<file path="src/rtl/pbbounce_pkg.sv">
// rtl/pbbounce_pkg.sv - shared types and constants for the push-button bounce emulator
package pbbounce_pkg;

    // Sequencer states
    typedef enum logic [1:0] {
        ST_IDLE   = 2'd0,
        ST_BOUNCE = 2'd1,
        ST_SETTLE = 2'd2
    } state_t;

    // Right-shifting Fibonacci taps for x^16+x^14+x^13+x^11+1 (bits 0,2,3,5)
    localparam logic [15:0] LFSR_TAPS = 16'h002D;

    // Default LFSR seed
    localparam logic [15:0] LFSR_SEED_DEFAULT = 16'hACE1;

    // One LFSR step: feedback is the parity of the tapped bits, shifted in at the top
    function automatic logic [15:0] lfsr_next(input logic [15:0] s);
        return {^(s & LFSR_TAPS), s[15:1]};
    endfunction

endpackage

</file>
<file path="src/rtl/pbbounce_gen_lfsr16.sv">
// rtl/pbbounce_gen_lfsr16.sv - free-running 16-bit Fibonacci LFSR with zero-seed guard
module lfsr16
    import pbbounce_pkg::*;
#(
    parameter int OUT_W = 8
) (
    input  logic             clk,
    input  logic             rst_n,
    input  logic [15:0]      seed,
    output logic [OUT_W-1:0] value
);

    logic [15:0] state;

    // Advance every cycle; a zero seed would lock the register, so it becomes 1
    always_ff @(posedge clk or negedge rst_n) begin
        if (!rst_n) begin
            state <= (seed == 16'h0000) ? 16'h0001 : seed;
        end else begin
            state <= lfsr_next(state);
        end
    end

    assign value = state[OUT_W-1:0];

endmodule

</file>
<file path="src/rtl/pbbounce_gen.sv">
// rtl/pbbounce_gen.sv - push-button bounce emulator (PBBOUNCE_FIXED_GAP_EN selects fixed gaps)
module pbbounce_gen
    import pbbounce_pkg::*;
#(
    parameter int          BOUNCE_MAX = 7,
    parameter int          GAP_W      = 8,
    parameter int          FIX_GAP    = 4,
    parameter int          SETTLE_CYC = 64,
    parameter logic [15:0] LFSR_SEED  = LFSR_SEED_DEFAULT
) (
    input  logic       clk,
    input  logic       rst_n,
    input  logic       req,
    input  logic       level,
    input  logic [2:0] bounces,
    output logic       button,
    output logic       busy,
    output logic       done
);

    // One down-counter serves both the gap and the settle window
    localparam int FIX_W  = $clog2(FIX_GAP + 1);
    localparam int SET_W  = $clog2(SETTLE_CYC + 1);
    localparam int GAP_CW = (GAP_W > FIX_W) ? GAP_W : FIX_W;
    localparam int CNT_W  = (GAP_CW > SET_W) ? GAP_CW : SET_W;
    localparam int TGL_RW = $clog2(2 * BOUNCE_MAX + 1);
    localparam int TGL_W  = (TGL_RW < 1) ? 1 : TGL_RW;

    localparam logic [CNT_W-1:0] SETTLE_M1 = CNT_W'(SETTLE_CYC - 1);

    state_t           state;
    logic [CNT_W-1:0] cnt;
    logic [TGL_W-1:0] left;
    logic [TGL_W-1:0] tgl_req;
    logic [CNT_W-1:0] gap_m1;

    // Toggle count is twice the saturated glitch count so the line ends at the target
    assign tgl_req = (int'(bounces) > BOUNCE_MAX) ? TGL_W'(2 * BOUNCE_MAX)
                                                  : TGL_W'(2 * int'(bounces));

`ifdef PBBOUNCE_FIXED_GAP_EN
    assign gap_m1 = CNT_W'(FIX_GAP - 1);
`else
    logic [GAP_W-1:0] g_raw;

    lfsr16 #(
        .OUT_W (GAP_W)
    ) u_lfsr (
        .clk   (clk),
        .rst_n (rst_n),
        .seed  (LFSR_SEED),
        .value (g_raw)
    );

    // A zero sample would mean no hold at all, so it is treated as a gap of 1
    assign gap_m1 = (g_raw == '0) ? '0 : (CNT_W'(g_raw) - CNT_W'(1));
`endif

    // Sequencer: IDLE accepts a request, BOUNCE emits toggle pairs, SETTLE holds and pulses done
    always_ff @(posedge clk or negedge rst_n) begin
        if (!rst_n) begin
            state  <= ST_IDLE;
            cnt    <= '0;
            left   <= '0;
            button <= 1'b0;
            busy   <= 1'b0;
            done   <= 1'b0;
        end else begin
            case (state)
                ST_IDLE: begin
                    done <= 1'b0;
                    if (req) begin
                        button <= level;
                        busy   <= 1'b1;
                        left   <= tgl_req;
                        if (tgl_req != '0) begin
                            state <= ST_BOUNCE;
                            cnt   <= gap_m1;
                        end else begin
                            state <= ST_SETTLE;
                            cnt   <= SETTLE_M1;
                        end
                    end
                end
                ST_BOUNCE: begin
                    if (cnt != '0) begin
                        cnt <= cnt - CNT_W'(1);
                    end else begin
                        button <= ~button;
                        left   <= left - TGL_W'(1);
                        if (left == TGL_W'(1)) begin
                            state <= ST_SETTLE;
                            cnt   <= SETTLE_M1;
                        end else begin
                            cnt <= gap_m1;
                        end
                    end
                end
                ST_SETTLE: begin
                    if (done) begin
                        done  <= 1'b0;
                        busy  <= 1'b0;
                        state <= ST_IDLE;
                    end else if (cnt == '0) begin
                        done <= 1'b1;
                    end else begin
                        cnt <= cnt - CNT_W'(1);
                    end
                end
                default: begin
                    state <= ST_IDLE;
                end
            endcase
        end
    end

endmodule
</file>
<file path="config.mk">
export PLATFORM = sky130hd
export DESIGN_NAME = pbbounce_gen
export DESIGN_NICKNAME = d
export VERILOG_FILES = /design/src/rtl/pbbounce_pkg.sv /design/src/rtl/pbbounce_gen_lfsr16.sv /design/src/rtl/pbbounce_gen.sv
export SDC_FILE = /design/constraint.sdc
export NUM_CORES = 1
export LEC_CHECK = 0
export CAP_MARGIN = 20
export CORE_MARGIN = 4
export CORE_UTILIZATION = 52
export CTS_BUF_LIST = sky130_fd_sc_hd__clkbuf_16
export DETAILED_ROUTE_END_ITERATION = 10
export GPL_TIMING_DRIVEN = 0
export PLACE_DENSITY = 0.71
export SETUP_SLACK_MARGIN = 0.3
export SLEW_MARGIN = 20
export SYNTH_ARGS = -nofsm -noshare
export SYNTH_HDL_FRONTEND = slang
export SYNTH_SLANG_ARGS = --single-unit
export TNS_END_PERCENT = 100
</file>
<file path="constraint.sdc">
create_clock -name clk -period 3.59 [get_ports clk]
set_input_delay 1.077 -clock clk [delete_from_list [all_inputs] [get_ports clk]]
set_output_delay 1.077 -clock clk [all_outputs]
set_load 0.05 [all_outputs]
</file>
==> results of run 1 <==
==> critical path, stage by stage <==
cell	delay (ns)
clkdlybuf4s50_1	0.54
nor2b_4	0.07
a211o_1	0.31
a31o_2	0.29
or3_1	0.38
o221a_1	0.13
==> metal layers <==
layer,track usage (%),up-vias,part of all wire [%]
met3,4.35,4,5.8
met2,29.7,50,47
met1,27.4,792,46
li1,-,769,-
met5,0,-,0
met4,6.94,0,1.3
==> through the flow <==
step,cell area (sq um),cells
2_1_floorplan,1950,205
3_3_place_gp,2100,260
3_5_place_dp,2090,260
4_1_cts,2230,268
5_1_grt,2230,268
6_report,2230,268
==> power groups by stage <==
stage / Combinational (mW) / Sequential, mW / Clock [mW]
after floorplan: 0.782 / 0.587 / 0
after global placement: 1.02 / 0.555 / 0
after detailed placement: 1.05 / 0.559 / 0
after CTS: 1.06 / 0.555 / 0.409
after global routing: 1.19 / 0.568 / 0.428
final: 1.07 / 0.557 / 0.407
==> cell families after synthesis <==
kind of cell,Yosys count,share of synthesized area [%]
XOR/XNOR,6,2.70
AO/OA/AOI/OAI,71,23.7
AND/OR/NAND/NOR,63,18.6
flip-flops,33,42.9
buffers and inverters,20,4.49
multiplexers,1,0.513
adder cells (fa/ha/maj),11,7.06
==> final timing paths <==
kind                                  start               end  slack, ns
setup / recovery                        req            cnt[4]       0.95
hold reg to reg            u_lfsr.state[14]  u_lfsr.state[13]       0.35
hold / removal             u_lfsr.state[14]  u_lfsr.state[13]       0.35
max in group asynchronous             rst_n            cnt[2]       2.27
setup reg to reg                   state[0]            cnt[4]       1.39
min in group asynchronous             rst_n              busy       0.85
==> area by class of cell <==
type / count / share of cell area [%]
multi-input cells: 152 / 45.9
flip-flops and latches: 33 / 37.4
clock buffers: 5 / 5.60
repair buffers: 9 / 3.81
well taps: 46 / 2.58
inverters: 14 / 2.35
plain buffers: 6 / 1.57
clock inverters: 3 / 0.784
==> registers in the layout, summed over array words and instances, names as in the netlist <==
signal / count
button: 1
done: 1
u_lfsr.state: 16
left: 4
state: 2
busy: 1
cnt: 8
==> cell usage in the layout, fill, tap and decap left out, types with 3 or more instances in the layout <==
cell,n
clkdlybuf4s50_1,8
dfstp_2,8
nand3_1,3
dfrtp_1,25
clkbuf_1,3
nand2_1,15
nor3_1,6
a21oi_1,17
clkbuf_16,5
xnor2_1,5
nand2b_1,7
ha_1,11
o21ai_0,24
nor2_1,16
o22ai_1,4
inv_1,14
a31oi_1,4
==> run summary, run 1 <==
status -> finished, final reports clean
core area -> 0.00347 sq mm
Fillers -> 285
Final Core Density -> 64.4%
Starting Density -> 56.2%
die span in y -> 69.2 um
RSZ-0062 raised after global routing -> false
Vias -> 1615
initial antenna violation count -> 0
hold buffers post-CTS -> 0
Routability Congestion -> 0.953
fin crit period -> 2.64 ns
final worst slack -> 0.952 ns
hold crit path type -> reg2reg
clock network latency to the later pin of the worst-skew pair -> 0.28 ns
DP Worst Slack -> 0.702 ns
slew margin rel. -> 51.9%
Max Cap Viol -> 0
Leak -> 0.950 nW
R2R cell count -> 7
Tcrit/Tclk final -> 73.5%
Psw -> 0.884 mW
synth cell count leaders -> dfrtp_1 (25), o21ai_0 (24), a21oi_1 (17)
Hold Vio Cnt, Final -> 0
Primary FF master, synth -> dfrtp_1
Final nets -> 239
Setup-failing EPs final -> 0
TritonCTS Buffers -> 5
cell-internal power -> 1.15 mW
CTS tree -> yes
first-pass GRT wire length -> 7570 um
DP HPWL -> 3130 um
clock root buffer master -> clkbuf_16
Max Freq -> 379 MHz
Reg area -> 836 sq um
Ant. Diodes -> 0
DRC violations left -> 0
DR vias/cell -> 6.03
Syn-to-layout area delta -> 14.6%
CP max FO -> 5
synth top area cells -> dfrtp_1 (32%), dfstp_2 (11%), ha_1 (7.1%)
die width -> 69.2 um
number of library cell types mapped by synthesis -> 51
Cells after Synth -> 205
final setup TNS -> 0 ns
measured slew at the worst slew-check pin -> 0.721 ns
WL/cell -> 16.1 um
share of cells above drive strength 1 -> 15.8%
Post-CTS Setup Bufs -> 0
post-CTS sizing -> 0
YS warnings -> 0
pwr/cell area -> 908 mW/mm^2
sw frac -> 43.6%
Yosys reg bits -> 33
Setup Skew -> 0.00594 ns
area occupied by multi-input gates -> 0.00103 sq mm
CP endpoint kind -> register
gr usage total -> 19.5%
CTS max path bufs -> 2
Worst Path Required -> 3.75 ns
combinational power share -> 52.6%
IO Port Bufs -> 9
clk sinks -> 33
Power Total -> 2.03 mW
Detail Route Antenna Nets -> 0
Slew Limit Fails -> 0
Clock Pin Slew Worst Setup and Hold Paths -> 0.06 ns
DR iter-0 viols -> 153
drt first pass iters -> 5
Hold Path Depth -> 0
vias in the first global route -> 1574
Post-synth EDFFs -> 0
worst vdd ir -> 0.000522 V
GRT overflow -> 0
DIE AREA -> 0.00479 sq mm
Worst setup SP type -> input pin
area of the mapped netlist -> 0.00195 sq mm
area leader, netlist -> dfrtp_1
Seq/Total Area, Yosys -> 42.9%
I/O pin total -> 10
Synth top area share -> 32.1%
Crit path arrival time -> 2.80 ns
Post-Route WL -> 4310 um
Setup CP Type -> in2reg
FP Rows -> 21
most frequent cell after synthesis -> dfrtp_1
Syn Area/Cell -> 9.51 sq um
Post-Syn Nets -> 223
largest net degree at the start of global routing -> 34
Worst Hold Slack -> 0.355 ns
share of flip-flops with an asynchronous set or reset -> 100%
share of power burned in registers -> 27.4%
H-tree levels -> 2
clock share of power -> 20.0%
Note: power is estimated with default switching activity, not from simulation.
==> run 2, diff against run 1 <==
Settings changed: PLACE_DENSITY 0.71 to 0.73.
Clock period 3.59 ns to 2.4 ns, I/O delays scaled along.
==> run summary, run 2 (synthesis results as in run 1) <==
CTS tree -> yes
DIE AREA -> 0.00479 sq mm
gr usage total -> 19.2%
largest net degree at the start of global routing -> 34
FP Rows -> 21
core area -> 0.00347 sq mm
clock root buffer master -> clkbuf_16
DR iter-0 viols -> 118
Leak -> 0.993 nW
IO Port Bufs -> 9
DR vias/cell -> 6.11
CTS max path bufs -> 2
Tcrit/Tclk final -> 87.4%
Post-Route WL -> 4410 um
Worst setup SP type -> register
DP HPWL -> 3050 um
DP Worst Slack -> -0.164 ns
Clock Pin Slew Worst Setup and Hold Paths -> 0.05 ns
worst setup path start -> state[1]
clock network latency to the later pin of the worst-skew pair -> 0.28 ns
die span in y -> 69.2 um
TritonCTS Buffers -> 5
Setup Skew -> 0.00434 ns
R2R Path End -> cnt[4]
clk sinks -> 33
Hold Vio Cnt, Final -> 0
Syn-to-layout area delta -> 19.6%
final worst slack -> 0.303 ns
pwr/cell area -> 1440 mW/mm^2
peak per-stage delay on the critical path -> 0.41 ns
Worst Hold Slack -> 0.346 ns
drt first pass iters -> 4
Ant. Diodes -> 0
I/O pin total -> 10
Max Cap Viol -> 0
Starting Density -> 56.2%
Routability Congestion -> 0.946
Top reg by flops -> u_lfsr.state
hold crit path type -> reg2reg
slowest stage cell on the critical path -> dfrtp_1
max reg flops -> 16
Final Core Density -> 67.2%
status -> finished, final reports clean
vias in the first global route -> 1615
Crit path arrival time -> 2.26 ns
fin crit period -> 2.10 ns
H-tree levels -> 2
Slew Limit Fails -> 0
RR Startpoint -> state[1]
worst vdd ir -> 0.000944 V
CP endpoint kind -> register
Vias -> 1637
Setup CP Type -> reg2reg
crit path cell chain -> inv_1, ha_2, nor2b_4, a211o_4, a31o_2, or3_1, o221a_1
measured slew at the worst slew-check pin -> 0.724 ns
GRT overflow -> 0
Detail Route Antenna Nets -> 0
commonest non-fill, non-tap cell in the layout -> dfrtp_1
r2r setup slk -> 0.30 ns
Setup-failing EPs final -> 0
WL/cell -> 16.4 um
Final nets -> 239
share of cells above drive strength 1 -> 20.7%
Max Freq -> 477 MHz
most frequent cells in the layout -> dfrtp_1 (24), o21ai_0 (22), a21oi_1 (17)
first-pass GRT wire length -> 7400 um
slew margin rel. -> 51.7%
CP max FO -> 8
R2R cell count -> 7
crit path to -> cnt[4]
die width -> 69.2 um
initial antenna violation count -> 0
Worst Path Required -> 2.57 ns
Top Registers -> u_lfsr.state (16), cnt (8), left (4)
DRC violations left -> 0
Post-CTS Setup Bufs -> 0
RSZ-0062 raised after global routing -> true
[run 2: changes by cell type in the layout (fill, tap and decap cells not counted), moves of 2 or more]
| cell | before | now |
|---|---|---|
| ha_2 | 0 | 2 |
| o21ai_0 | 24 | 22 |
| dlygate4sd2_1 | 0 | 3 |
| ha_1 | 11 | 9 |
| bufinv_16 | 0 | 2 |
| o21ai_1 | 2 | 4 |
| clkdlybuf4s50_1 | 8 | 4 |
[run 2: metrics by stage]
step / std cells / TNS [ns] / power, mW / instance area [sq um]
3_5_place_dp: 260 / -0.164 / 2.40 / 2090
2_1_floorplan: 205 / 0 / 2.05 / 1950
6_report: 268 / 0 / 3.35 / 2330
5_1_grt: 268 / 0 / 3.57 / 2330
3_3_place_gp: 260 / -0.175 / 2.37 / 2100
4_1_cts: 268 / 0 / 3.25 / 2290
[run 2: worst min path at each step]
stage | startpoint | to | slack [ns] | cells past startpoint
after CTS | u_lfsr.state[9] | u_lfsr.state[8] | 0.35 | 0
after floorplan | u_lfsr.state[9] | u_lfsr.state[8] | 0.33 | 0
after global placement | u_lfsr.state[12] | u_lfsr.state[11] | 0.34 | 0
after global routing | u_lfsr.state[12] | u_lfsr.state[11] | 0.36 | 0
final | u_lfsr.state[9] | u_lfsr.state[8] | 0.35 | 0
after detailed placement | u_lfsr.state[9] | u_lfsr.state[8] | 0.34 | 0
[run 2: final cells by class]
type	instances	area, sq um
Sequential cell	33	837
Fill cell	268	1140
Timing Repair Buffer	9	83.8
Buffer	6	36.3
Tap cell	46	57.6
Multi-Input combinational cell	152	1070
Inverter	14	52.6
Clock inverter	3	65.1
Clock buffer	5	125
[run 2: worst max-delay path, delay by kind of cell, from the launching register on]
kind / cells / cell delay [ns]
flops: 1 / 0.41
simple gates: 2 / 0.55
fa+ha+maj: 1 / 0.23
buf+inv: 1 / 0.10
compound gates: 3 / 0.69
[run 2: power breakdown]
part / leakage, nW / switching [mW] / internal (mW)
Clock: 0.0938 / 0.227 / 0.592
Sequential: 0.402 / 0.150 / 0.689
Combinational: 0.497 / 1.00 / 0.692
[run 2: layer usage]
| metal | GRT usage, % | vias up | part of all wire [%] |
|---|---|---|---|
| met5 | 0 | - | 0 |
| met4 | 8.24 | 0 | 2.2 |
| met3 | 4.78 | 12 | 5.9 |
| met2 | 31.0 | 59 | 47 |
| met1 | 24.4 | 790 | 45 |
| li1 | - | 776 | - |
[run 2: repair_timing]
action | CTS | global route
gates cloned | 0 | 0
pin swaps | 0 | 1
hold buffers | 0 | 0
endpoints found under the setup margin | 6 | 14
gates resized for setup | 4 | 15
hold endpoints to repair | 0 | 0
